$ cat src/rtl/register_file_pkg.sv
// Shared constants and vector types for the register file.
// Vectors are big-endian: bit 0 is the MSB.
package register_file_pkg;
  localparam int DATA_W   = 32;
  localparam int ADDR_W   = 5;
  localparam int NUM_REGS = 2 ** ADDR_W;

  typedef logic [0:ADDR_W-1] reg_addr_t;
  typedef logic [0:DATA_W-1] reg_word_t;
endpackage

$ cat src/rtl/register_file_if.sv
// Bundle of the register file's bus signals.
// Decode drives the write port and the read specifiers; the register file returns read data.
interface register_file_if;
  import register_file_pkg::*;

  logic      write;
  reg_word_t reg_data;
  reg_addr_t register_no;
  reg_addr_t readReg1;
  reg_addr_t readReg2;
  reg_word_t readData1;
  reg_word_t readData2;

  modport master (
    output write, reg_data, register_no, readReg1, readReg2,
    input  readData1, readData2
  );

  modport slave (
    input  write, reg_data, register_no, readReg1, readReg2,
    output readData1, readData2
  );
endinterface

$ cat src/rtl/register_file_rf_read_mux.sv
// One asynchronous read port: selects a single word out of the register array.
module rf_read_mux
  import register_file_pkg::*;
(
  input  reg_word_t i_regs [NUM_REGS],
  input  reg_addr_t i_addr,
  output reg_word_t o_data
);
  // The address is used by value, so its big-endian bit order has no effect here.
  assign o_data = i_regs[i_addr];
endmodule

$ cat src/rtl/register_file.sv
// 32 x 32 register file: one synchronous write port and two combinational read ports.
// Reads return the stored value only; a same-cycle write becomes visible after the edge.
module register_file
  import register_file_pkg::*;
(
  input logic            clk,
  input logic            rst,
  register_file_if.slave bus
);
  reg_word_t r_regs [NUM_REGS];
  reg_word_t w_rd1;
  reg_word_t w_rd2;

  always_ff @(posedge clk) begin
    if (rst) begin
      for (int i = 0; i < NUM_REGS; i++) r_regs[i] <= '0;
    end else if (bus.write) begin
      r_regs[bus.register_no] <= bus.reg_data;
    end
  end

  rf_read_mux u_rd1 (
    .i_regs (r_regs),
    .i_addr (bus.readReg1),
    .o_data (w_rd1)
  );

  rf_read_mux u_rd2 (
    .i_regs (r_regs),
    .i_addr (bus.readReg2),
    .o_data (w_rd2)
  );

  assign bus.readData1 = w_rd1;
  assign bus.readData2 = w_rd2;
endmodule

$ cat src/flat_wrapper.sv
// flat-port wrapper written by rule: the top's interface ports become plain ports
module register_file_flat import register_file_pkg::*;
  (clk, rst, bus_write, bus_reg_data, bus_register_no, bus_readReg1, bus_readReg2, bus_readData1, bus_readData2);
  register_file_if bus_i ();
  input logic clk;
  input logic rst;
  input wire logic [$bits(bus_i.write)-1:0] bus_write;
  input wire logic [$bits(bus_i.reg_data)-1:0] bus_reg_data;
  input wire logic [$bits(bus_i.register_no)-1:0] bus_register_no;
  input wire logic [$bits(bus_i.readReg1)-1:0] bus_readReg1;
  input wire logic [$bits(bus_i.readReg2)-1:0] bus_readReg2;
  output wire logic [$bits(bus_i.readData1)-1:0] bus_readData1;
  output wire logic [$bits(bus_i.readData2)-1:0] bus_readData2;
  assign bus_i.write = bus_write;
  assign bus_i.reg_data = bus_reg_data;
  assign bus_i.register_no = bus_register_no;
  assign bus_i.readReg1 = bus_readReg1;
  assign bus_i.readReg2 = bus_readReg2;
  assign bus_readData1 = bus_i.readData1;
  assign bus_readData2 = bus_i.readData2;
  register_file u_core (.clk(clk), .rst(rst), .bus(bus_i));
endmodule
$ cat config.mk
export PLATFORM = sky130hd
export DESIGN_NAME = register_file_flat
export DESIGN_NICKNAME = d
export VERILOG_FILES = /design/src/rtl/register_file_pkg.sv /design/src/rtl/register_file_if.sv /design/src/rtl/register_file_rf_read_mux.sv /design/src/rtl/register_file.sv /design/src/flat_wrapper.sv
export SDC_FILE = /design/constraint.sdc
export NUM_CORES = 2
export LEC_CHECK = 0
export CORE_MARGIN = 2
export CORE_UTILIZATION = 50
export DETAILED_ROUTE_END_ITERATION = 8
export GPL_ROUTABILITY_DRIVEN = 0
export PLACE_DENSITY = 0.66
export REMOVE_ABC_BUFFERS = 1
export SKIP_LAST_GASP = 1
export SLEW_MARGIN = 20
export SYNTH_ARGS = -nofsm -noshare
export SYNTH_HDL_FRONTEND = slang
export SYNTH_SLANG_ARGS = --single-unit
$ cat constraint.sdc
create_clock -name clk -period 5.81 [get_ports clk]
set_clock_uncertainty 0.15 [all_clocks]
set_input_delay 1.162 -clock clk [delete_from_list [all_inputs] [get_ports clk]]
set_output_delay 1.162 -clock clk [all_outputs]
set_load 0.03 [all_outputs]
* Word-level counts from Yosys, hierarchy flattened
Cells that the tools add are included. W data, S select, Z words.
Cells by class: $add $sub $neg 0, multiply operators 0, divide/modulo/power cells 0, order comparisons 4, equal/unequal tests 0, shifts and indexed selects 0, muxes and demuxes 9, bitwise logic cells 3, reductions and logical operators 1
Operators by type and width (count):
- $bwmux W1024 | 1
- $bmux W32 S5 | 2
- $demux W32 S5 | 1
- $mux W32 | 5
- $ge A6 B6 Y1 const B | 3
- $not A5 Y6 | 3
- $lt A6 B1 Y1 const B | 1
- $logic_and A1 B1 Y1 | 1
Word-level totals: register bits after elaboration 1024, bits in latches 0, RAM bits 0, ROM bits 0, output and inout port bits 64, logic and storage cells 49, memories kept 0

* Logic depth before layout (Yosys ltp)
depth in word-level cells 6, gate-level depth with buffers 8

* Modules after synthesis
Synthesis repeated with hierarchy kept, for this count alone.
Unflattened totals: cell total of the unflattened synthesis 5785, area, all modules 56920.8 um^2
By module, submodules not included:
- register_file | instances 1, cells each 3469, area each 39146.3 um^2
- rf_read_mux | instances 2, cells each 1158, area each 8887.3 um^2

* Worst setup path before layout
No wires, ideal clock.
kind in2out, from in bus_readReg1[1], to out bus_readData1[25], arrival 2.630 ns, required time 4.498 ns, slack 1.868 ns, stages 8, path buffers 4, cell sequence buf_2 -> buf_2 -> buf_2 -> buf_4 -> mux2i_1 -> a22oi_1 -> a31oi_1 -> nand3_1
Between the ends: cells in the longest elaborated chain, start to end 4
RTL lines:
- start: declaration | RTL line flat_wrapper.sv:10 | input wire logic [$bits(bus_i.readReg1)-1:0] bus_readReg1;
- $not A5 Y6 (not written as such) | RTL line register_file_rf_read_mux.sv:10 | assign o_data = i_regs[i_addr];
- $bmux W32 S5 | RTL line register_file_rf_read_mux.sv:10
- $mux W32 (not written as such) (2 in a row) | RTL line register_file_rf_read_mux.sv:10
- end: declaration | RTL line flat_wrapper.sv:12 | output wire logic [$bits(bus_i.readData1)-1:0] bus_readData1;
No other way between the ends. The select of a mux whose other input is x is not followed.

* Worst setup path after layout
from in bus_readReg2[2], to out bus_readData2[24]
Between the ends: cells in the longest elaborated chain, start to end 4
RTL lines:
- start: declaration | RTL line flat_wrapper.sv:11 | input wire logic [$bits(bus_i.readReg2)-1:0] bus_readReg2;
- $not A5 Y6 (not written as such) | RTL line register_file_rf_read_mux.sv:10
- $bmux W32 S5 | RTL line register_file_rf_read_mux.sv:10
- $mux W32 (not written as such) (2 in a row) | RTL line register_file_rf_read_mux.sv:10
- end: declaration | RTL line flat_wrapper.sv:13 | output wire logic [$bits(bus_i.readData2)-1:0] bus_readData2;
No other way between the ends. The select of a mux whose other input is x is not followed.

==> impl_metrics.toml <==
[timing]
post-route-period-util_pct = 100
fin_crit_ns = 5.83
relSlewSlack_pct = 26.4
slew_viol_final = 0
tightest_slew_ns = 1.10
finalSetupViolations = 1
rsz0062_at_grt = "no"
fmax_ghz = 0.172
hold_viol = 0
fin_tns_setup_ns = -0.0199
setup_ws_ns = -0.0199

[critical_path]
end_kind = "primary output"
r2r_slack_ns = 4.94
cp.depth = 8
crit_buf_inv = 3
crit_required_ns = 4.50
cp_slowest_cell = "nor2b_4"
path_delay_family = "simple AND/OR/NAND/NOR gates"
arrival_ns = 4.52
path_class = "input pin to primary output"
reg2reg_depth = 2
crit_fanout = 16
cp_slowest_stage_delay_ns = 0.73
cp_common_cell = "buf_12"
startpoint_type = "input pin"
crit_path_cell_trace = "clkdlybuf4s50_1 > nor2b_4 > buf_12 > a22o_1 > nor3_1 > a31oi_1 > nand3_1 > buf_12"

[logic_synthesis]
yosys.area.top_type_share_pct = 38.8
synth_area_mm2 = 0.0528
ys_types = 28
ys_warn_count = 0
synth_area_leaders = "dfxtp_1 (39%), mux2i_1 (19%), nand2_1 (16%), a21oi_1 (12%), clkbuf_1 (3.1%)"
synth_cells = 6913
ys_seq_area_share_pct = 38.8
syn_area_per_cell_um2 = 7.64
yosys.area.top_type = "dfxtp_1"
ys_seq_elements = 1024

[power]
p_per_area_mw_per_mm2 = 275
static-leakage-power_nw = 21.7
finalPower_mw = 16.4
vdd_ir_drop_max_mv = 0.273

[floorplan]
fp.dieW_um = 329
die_h_um = 329
boundaryPins = 114
rows = 119
initial_utilization_pct = 50.3
core-area_mm2 = 0.105
dieArea_mm2 = 0.108

[cts]
cts_buffers = 109
cts_hold_buf = 0
cts_tree = "done"
post-cts-setup-buffer-count = 0
path_clk_slew_ns = 0.06
clockBufferDepth = 3
cts.htree.levels = 3
insertion_delay_ns = 0.71
clock-root-buffer = "clkbuf_16"
post_cts_resized = 0
cts.sinks = 1024

[finish]
final_common_cell = "nand2_1"
largest_reg_flops = 1024
drive_gt1_share_pct = 7.90
top_register = "u_core.r_regs"
fin_cells = 8169
layout_common_cells = "nand2_1 (2243), a21oi_1 (1216), mux2i_1 (1024), dfxtp_1 (1024), nand3_1 (194)"
area_growth_pct = 12.6
fin_nets = 6730
finalInstanceArea_mm2 = 0.0595
largestRegisters = "u_core.r_regs x1024"

[global_route]
grt_pass1_vias = 48136
grt.total_usage_pct = 39.4
grt_max_degree = 132
antenna_found_initial = 9
use_met2_pct = 58.7
grt_use_met1_pct = 49.7
grt_first_pass_wirelength_mm = 320
gr-max-usage-layer = "met2"
globalRoute.totalOverflow = 0
gr-usage-met3_pct = 11.1

[routing]
vias = 52566
wl_per_cell_um = 27.2
via_per_inst = 6.43
drt_iter0_drc = 7605
ant_nets = 0
drtPass1Iterations = 6
drcViolationCount = 0
drt_wl_total_mm = 222

[placed_design]
dpl-instance-area_mm2 = 0.0558
dpl_worst_slack_ns = 0.358
placedCellCount = 7960
portBuffers = 113
hpwl_mm = 129

[min_path]
hold_path_class = "flip-flop to flip-flop"
hold_depth = 2

[status]
violations = "setup timing"
status = "finished, violations left"

[run]
cap_violations = 0
## cells in the mapped netlist
cell type,count
buf_1,29
nand2b_1,4
or2_2,3
nor2_1,29
or3b_1,3
nor3_1,65
nor2_4,1
nor3b_2,1
nand3b_1,3
and3_1,2
a31oi_1,64
dfxtp_1,1024
mux2i_1,1024
nor2b_1,4
nor3b_1,2
a22oi_1,192
nor2_2,7
and2_1,3
buf_2,172
nand2_1,2277
and3b_1,3
a22o_1,128
or3_1,1
clkbuf_1,441
or2_1,1
nand3_1,194
buf_4,20
a21oi_1,1216
## worst reg2reg max path: cells and delay by family, from the launching register on
family / cells / cell delay [ns]
AOI/OAI and AO/OA: 1 / 0.18
DFF: 1 / 0.38
and+or+nand+nor: 1 / 0.07
## report_power, final
part | switching [mW] | total [mW] | internal [mW] | leakage (nW)
registers | 0.0399 | 7.11 | 7.07 | 8.25
clock network | 3.12 | 7.29 | 4.17 | 1.82
logic | 1.30 | 1.95 | 0.653 | 11.6
total | 4.46 | 16.4 | 11.9 | 21.7
## metal layers
metal  vias up  routed length (um)
met5         -                 130
met4         9               16400
met3       964               28100
met2      3578               94000
met1     24835               83400
li1      23180                   -
## area by class of cell
cell class,instances,area [um2]
diodes,8,20.0
clock buffers,156,3150
clock inverters,45,526
fillers,9706,45500
multi-input cells,5227,29900
flip-flops and latches,1024,20500
well taps,1391,1740
repair buffers,318,3650
## metrics by stage
| stage | hold WS, ns | utilization (%) |
|---|---|---|
| 2_1_floorplan | 0.292 | - |
| 3_3_place_gp | 0.303 | 53.2 |
| 3_5_place_dp | 0.309 | 53.2 |
| 4_1_cts | 0.317 | 56.7 |
| 5_1_grt | 0.334 | 56.6 |
| 6_report | 0.316 | 56.7 |
## cells by family (layout without fill, tap and decap cells)
logic type,after synthesis,after routing,synth area share [%]
and+or+nand+nor,2603,2603,19.4
AOI/OAI and AO/OA,1600,1600,17.1
muxes,1024,1024,19.4
other,0,8,0
DFF,1024,1024,38.8
buffers and inverters,662,519,5.26
## final timing paths
| check | from | end |
|---|---|---|
| worst max register to register | u_core.r_regs[716] | u_core.r_regs[716] |
| worst max-delay path | bus_readReg2[2] | bus_readData2[24] |
| worst min-delay path | u_core.r_regs[243] | u_core.r_regs[243] |
| worst min register to register | u_core.r_regs[243] | u_core.r_regs[243] |
Power figures use the tool's default switching activity.
